File: src/rtl/lc3_ifetch.sv
// lc3_ifetch: LC-3 instruction-fetch front end with a req/ack memory port, timeout fault and flush.
// Define LC3_IFETCH_PREFETCH_EN to add a one-entry sequential prefetch buffer.
module lc3_ifetch #(
    parameter int unsigned       ADDR_W   = 16,
    parameter int unsigned       DATA_W   = 16,
    parameter int unsigned       MAX_WAIT = 15,
    parameter logic [DATA_W-1:0] FAULT_IR = 16'hF025
) (
    input  logic              clk,
    input  logic              reset,
    input  logic              fetch_req,
    input  logic [ADDR_W-1:0] fetch_pc,
    input  logic              flush,
    output logic [DATA_W-1:0] ir,
    output logic              ir_valid,
    output logic              busy,
    output logic              fetch_fault,
    output logic [ADDR_W-1:0] mem_addr,
    output logic              mem_rd,
    input  logic [DATA_W-1:0] mem_rdata,
    input  logic              mem_ack
);

    // PF* states exist only when the prefetch buffer is built in.
    typedef enum logic [2:0] {
        S_IDLE,
        S_WAIT,
        S_DRAIN,
        S_PF,
        S_PFHIT,
        S_PFDRAIN
    } state_t;

    localparam logic [7:0] CNT_LAST = 8'(MAX_WAIT - 1);

    state_t            state_q, state_d;
    logic [DATA_W-1:0] ir_q, ir_d;
    logic              ir_valid_q, ir_valid_d;
    logic              busy_q, busy_d;
    logic              fault_q, fault_d;
    logic [ADDR_W-1:0] mem_addr_q, mem_addr_d;
    logic              mem_rd_q, mem_rd_d;
    logic [7:0]        cnt_q, cnt_d;

    logic accept;
    logic ack;
    logic tmo;

    assign accept = fetch_req && !busy_q;
    assign ack    = mem_ack && mem_rd_q;
    assign tmo    = !ack && (cnt_q == CNT_LAST);

`ifdef LC3_IFETCH_PREFETCH_EN
    localparam logic [ADDR_W-1:0] ONE = ADDR_W'(1);

    logic [ADDR_W-1:0] pf_addr_q, pf_addr_d;
    logic [DATA_W-1:0] pf_data_q, pf_data_d;
    logic              pf_valid_q, pf_valid_d;
    logic [ADDR_W-1:0] pend_q, pend_d;
    logic              hit_idle;
    logic              hit_fly;

    // A flush-qualified request never hits: buffered data belongs to the old stream.
    assign hit_fly  = !flush && (fetch_pc == pf_addr_q);
    assign hit_idle = hit_fly && pf_valid_q;
`endif

    always_ff @(posedge clk or posedge reset) begin
        if (reset) begin
            state_q    <= S_IDLE;
            ir_q       <= '0;
            ir_valid_q <= 1'b0;
            busy_q     <= 1'b0;
            fault_q    <= 1'b0;
            mem_addr_q <= '0;
            mem_rd_q   <= 1'b0;
            cnt_q      <= '0;
`ifdef LC3_IFETCH_PREFETCH_EN
            pf_addr_q  <= '0;
            pf_data_q  <= '0;
            pf_valid_q <= 1'b0;
            pend_q     <= '0;
`endif
        end else begin
            state_q    <= state_d;
            ir_q       <= ir_d;
            ir_valid_q <= ir_valid_d;
            busy_q     <= busy_d;
            fault_q    <= fault_d;
            mem_addr_q <= mem_addr_d;
            mem_rd_q   <= mem_rd_d;
            cnt_q      <= cnt_d;
`ifdef LC3_IFETCH_PREFETCH_EN
            pf_addr_q  <= pf_addr_d;
            pf_data_q  <= pf_data_d;
            pf_valid_q <= pf_valid_d;
            pend_q     <= pend_d;
`endif
        end
    end

    // An ack on the timeout edge wins; a flush on the timeout edge aborts silently.
    always_comb begin
        state_d = state_q;
        case (state_q)
            S_IDLE: begin
                if (accept) begin
`ifdef LC3_IFETCH_PREFETCH_EN
                    state_d = hit_idle ? S_PF : S_WAIT;
`else
                    state_d = S_WAIT;
`endif
                end
            end
            S_WAIT: begin
                if (ack) begin
`ifdef LC3_IFETCH_PREFETCH_EN
                    state_d = flush ? S_IDLE : S_PF;
`else
                    state_d = S_IDLE;
`endif
                end else if (tmo) begin
                    state_d = S_IDLE;
                end else if (flush) begin
                    state_d = S_DRAIN;
                end
            end
            S_DRAIN: begin
                if (ack || tmo) begin
                    state_d = S_IDLE;
                end
            end
`ifdef LC3_IFETCH_PREFETCH_EN
            S_PF: begin
                if (accept) begin
                    if (hit_fly && ack) begin
                        state_d = S_PF;
                    end else if (ack || tmo) begin
                        state_d = S_WAIT;
                    end else begin
                        state_d = hit_fly ? S_PFHIT : S_PFDRAIN;
                    end
                end else if (ack || tmo) begin
                    state_d = S_IDLE;
                end else if (flush) begin
                    state_d = S_DRAIN;
                end
            end
            S_PFHIT: begin
                if (ack) begin
                    state_d = flush ? S_IDLE : S_PF;
                end else if (tmo) begin
                    state_d = S_IDLE;
                end else if (flush) begin
                    state_d = S_DRAIN;
                end
            end
            S_PFDRAIN: begin
                if (ack || tmo) begin
                    state_d = flush ? S_IDLE : S_WAIT;
                end else if (flush) begin
                    state_d = S_DRAIN;
                end
            end
`endif
            default: state_d = S_IDLE;
        endcase
    end

    always_comb begin
        ir_d       = ir_q;
        ir_valid_d = 1'b0;
        fault_d    = fault_q;
        mem_addr_d = mem_addr_q;
        cnt_d      = (state_d == S_IDLE) ? 8'd0 : cnt_q + 8'd1;
        busy_d     = (state_d == S_WAIT) || (state_d == S_DRAIN) ||
                     (state_d == S_PFHIT) || (state_d == S_PFDRAIN);
        mem_rd_d   = (state_d != S_IDLE);
`ifdef LC3_IFETCH_PREFETCH_EN
        pf_addr_d  = pf_addr_q;
        pf_data_d  = pf_data_q;
        pf_valid_d = pf_valid_q && !flush;
        pend_d     = pend_q;
`endif
        case (state_q)
            S_IDLE: begin
                if (accept) begin
                    fault_d    = 1'b0;
                    cnt_d      = 8'd0;
                    mem_addr_d = fetch_pc;
`ifdef LC3_IFETCH_PREFETCH_EN
                    if (hit_idle) begin
                        ir_d       = pf_data_q;
                        ir_valid_d = 1'b1;
                        mem_addr_d = pf_addr_q + ONE;
                        pf_addr_d  = pf_addr_q + ONE;
                        pf_valid_d = 1'b0;
                    end
`endif
                end
            end
            S_WAIT: begin
                if (ack) begin
                    if (!flush) begin
                        ir_d       = mem_rdata;
                        ir_valid_d = 1'b1;
`ifdef LC3_IFETCH_PREFETCH_EN
                        mem_addr_d = mem_addr_q + ONE;
                        pf_addr_d  = mem_addr_q + ONE;
                        pf_valid_d = 1'b0;
                        cnt_d      = 8'd0;
`endif
                    end
                end else if (tmo && !flush) begin
                    ir_d       = FAULT_IR;
                    ir_valid_d = 1'b1;
                    fault_d    = 1'b1;
`ifdef LC3_IFETCH_PREFETCH_EN
                    pf_valid_d = 1'b0;
`endif
                end
            end
`ifdef LC3_IFETCH_PREFETCH_EN
            S_PF: begin
                if (accept) begin
                    fault_d = 1'b0;
                    if (hit_fly && ack) begin
                        ir_d       = mem_rdata;
                        ir_valid_d = 1'b1;
                        mem_addr_d = pf_addr_q + ONE;
                        pf_addr_d  = pf_addr_q + ONE;
                        cnt_d      = 8'd0;
                    end else if (ack || tmo) begin
                        mem_addr_d = fetch_pc;
                        cnt_d      = 8'd0;
                    end else if (!hit_fly) begin
                        pend_d = fetch_pc;
                    end
                end else if (ack && !flush) begin
                    pf_data_d  = mem_rdata;
                    pf_valid_d = 1'b1;
                end
            end
            S_PFHIT: begin
                if (ack && !flush) begin
                    ir_d       = mem_rdata;
                    ir_valid_d = 1'b1;
                    mem_addr_d = pf_addr_q + ONE;
                    pf_addr_d  = pf_addr_q + ONE;
                    cnt_d      = 8'd0;
                end
            end
            S_PFDRAIN: begin
                if ((ack || tmo) && !flush) begin
                    mem_addr_d = pend_q;
                    cnt_d      = 8'd0;
                end
            end
`endif
            default: begin
            end
        endcase
    end

    assign ir          = ir_q;
    assign ir_valid    = ir_valid_q;
    assign busy        = busy_q;
    assign fetch_fault = fault_q;
    assign mem_addr    = mem_addr_q;
    assign mem_rd      = mem_rd_q;

endmodule

File: config.mk
export PLATFORM = sky130hd
export DESIGN_NAME = lc3_ifetch
export DESIGN_NICKNAME = d
export VERILOG_FILES = /design/src/rtl/lc3_ifetch.sv
export SDC_FILE = /design/constraint.sdc
export NUM_CORES = 1
export LEC_CHECK = 0
export ABC_CLOCK_PERIOD_IN_PS = 4600
export CORE_UTILIZATION = 32
export CTS_CLUSTER_DIAMETER = 150
export DETAILED_ROUTE_END_ITERATION = 6
export SETUP_SLACK_MARGIN = 0.15
export SLEW_MARGIN = 25
export SYNTH_ARGS = -nofsm -noshare
export SYNTH_HDL_FRONTEND = slang
export SYNTH_SLANG_ARGS = --single-unit
File: constraint.sdc
create_clock -name clk -period 4.6 [get_ports clk]
set_clock_uncertainty 0.2 [all_clocks]
set_input_delay 1.15 -clock clk [delete_from_list [all_inputs] [get_ports clk]]
set_output_delay 1.15 -clock clk [all_outputs]
set_load 0.02 [all_outputs]
==> flow_summary.ini <==
[outcome]
status = finished clean

[clock_tree]
cts_setup_buffers = 0
cts_tree = yes
clock_latency_ps = 300
cts_buffer_depth = 2
cts_resized = 0
clk_pin_slew_ps = 90
clock_sinks = 47
htreeDepth = 2
cts-root-buf = clkbuf_8
cts_hold_buf = 0
numCtsBuffers = 5

[critical_path]
path_class = in -> reg
path_max_fanout = 20
crit_start = mem_ack
crit_required_ps = 4580
critPathMaxStageDelay_ps = 690
timing.rr.start = cnt_q[0]
end_kind = register
slowest_stage = clkdlybuf4s50_1
cp_cell_sequence = clkdlybuf4s50_1 -> nand2_1 -> o21ai_2 -> buf_4 -> o21ai_0
critPathArrivalTime_ps = 2900
cp-start-kind = primary input

[detailed_routing]
wirelength_mm = 4.58
postRouteAntennaNets = 0
num_vias = 1622
drc = 0
drt_iter0_markers = 56
vias_per_cell = 4.93
dr.pass1.iters = 4
routedWlPerCell_um = 13.9

[yosys]
synth_common_cells = dfrtp_1, mux2_2, inv_1, nand2b_1, nand4_1
synth_top_family_by_area = simple AND/OR/NAND/NOR gates
synth_top_area_share_pct = 55.0
synth-xor-area-share_pct = 1.23
synth_compound_area_share_pct = 10.3
syn-cell-area_mm2 = 0.00214
syn_avg_cell_area_um2 = 11.9
synth_fp_nets = 218
synth-seq-cells = 47
synthMuxAreaShare_pct = 8.43
synth_simple_gate_area_share_pct = 18.9
synthAdderAreaFrac_pct = 1.17
syn_inst = 179
synth_edf_count = 0
synthFlopType = dfrtp_1
synth.distinct_cells = 33
async_flop_share_pct = 100
yosys.area.top_type = dfrtp_1
yosysMostFrequentCell = dfrtp_1
yosysSeqAreaShare_pct = 55.0
ys_warn_count = 0
synth_area_leaders = dfrtp_1, mux2_2, nand2b_1, o211a_1, or3b_1

[min_path]
hp-start = mem_addr[14]
hp-class = reg -> reg

[floorplan]
core_area_mm2 = 0.00639
die_width_um = 83.7
rows = 29
die_y_um = 83.7
io_pins = 73
die-area_mm2 = 0.00701
start_util_pct = 33.5

[power]
power.density_mw_per_mm2 = 372
power.internal_w = 0.000807
p_leak_nw = 1.39
pwr-share-comb_pct = 28.3
power_switching_share_pct = 28.7
pwr-share-clk_pct = 27.0
total_power_w = 0.00113
seq_power_share_pct = 44.7
ir_drop_uv = 231
switching_power_w = 0.000325

[placement]
port_buffers = 72
dpl_cell_area_mm2 = 0.00292
place_congestion = 0.702
hpwl_mm = 3.20
pre_cts_ws_ps = 1300

[final_layout]
seq_area_mm2 = 0.00118
drive_gt1_share_pct = 15.1
multi_input_area_um2 = 863
final_nets = 290
postLayoutCellArea_mm2 = 0.00305
num_antenna_cells = 0
syn_to_final_growth_pct = 42.4
final_core_util_pct = 47.7
n_fill_cell = 584

[job]
drv_cap = 0

[sta]
finalWorstSetupSlack_ps = 1680
fin_tns_setup_ps = 0
slew_headroom_pct = 46.4
drv_slew = 0
post-route-min-period_ps = 2920
period_share_pct = 63.4
hold_viol_final = 0
setup-violations-final = 0
fmax_mhz = 343
rsz0062_at_grt = no
worst_slew_pin_slew_ps = 805

[grt]
track_usage_pct = 14.0
grt_max_degree = 48
grt_overflow = 0
first_global_vias = 1578
grt_pass1_wl_mm = 7.91
antenna_found_initial = 0
==> cells by family after synthesis <==
| family | after synthesis |
|---|---|
| AND/OR/NAND/NOR | 58 |
| flip-flops | 47 |
| AO/OA/AOI/OAI | 29 |
| buffers and inverters | 23 |
| multiplexers | 16 |
| XOR/XNOR | 3 |
| adder cells (fa/ha/maj) | 2 |
| other | 1 |
==> path summary, 6_finish.rpt <==
check / endpoint / cells past startpoint / slack (ps)
worst max-delay path: state_q[0] / 5 / 1680
max in group asynchronous: cnt_q[7] / 2 / 2620
worst min-delay path: mem_addr[14] / 1 / 310
worst max register to register: state_q[0] / 6 / 2380
worst min register to register: mem_addr[14] / 1 / 310
min in group asynchronous: mem_addr[15] / 2 / 1080
==> state kept, by name (all words and copies together), names as in the netlist <==
name	flops
ir_valid	1
fetch_fault	1
state_q	3
busy	1
cnt_q	8
mem_rd	1
ir	16
mem_addr	16
==> worst max-delay path: cells and delay by family <==
kind            cells  cell delay (ps)
compound gates      2              410
buf+inv             2             1020
simple gates        1              300
==> cell type report <==
class	instances	area share [%]
flip-flops and latches	47	38.6
multi-input cells	109	28.3
repair buffers	75	24.5
clock buffers	5	2.26
inverters	13	1.64
clock inverters	3	1.44
well taps	77	3.16
==> metal layers <==
metal / up-vias / share of wire (%) / GRT usage, %
met3: 6 / 6.7 / 4.15
li1: 780 / - / -
met2: 58 / 45 / 20.9
met5: - / 0 / 0
met4: 0 / 1.4 / 4.16
met1: 778 / 47 / 19.6
==> placed cells by master, fill, tap and decap left out, drive strengths merged, types with 2 or more instances in the layout <==
master,netlist,final
or3,3,3
clkbuf,4,5
o211a,7,7
nand2b,12,12
or2,7,7
o211ai,9,9
nand3,4,4
dfrtp,47,47
xor2,2,2
clkinv,0,3
clkdlybuf4s50,0,72
mux2,16,16
or3b,8,8
nand2,2,2
ha,2,2
nor3,5,5
nand4,10,10
inv,13,12
o21ai,7,7
buf,6,3
a211oi,4,4
==> power groups by stage <==
stage | Combinational, W | Sequential (W) | Clock, W
6_report | 0.000321 | 0.000506 | 0.000305
5_1_grt | 0.000340 | 0.000519 | 0.000332
4_1_cts | 0.000323 | 0.000508 | 0.000311
3_5_place_dp | 0.000322 | 0.000516 | 0
3_3_place_gp | 0.000318 | 0.000516 | 0
2_1_floorplan | 0.0000949 | 0.000580 | 0
==> through the flow <==
stage / hold slack (ps) / std cells
floorplan: 304 / 179
global route: 334 / 329
finish: 313 / 329
detailed placement: 295 / 320
global placement: 289 / 320
CTS: 317 / 328
Power figures use the tool's default switching activity.
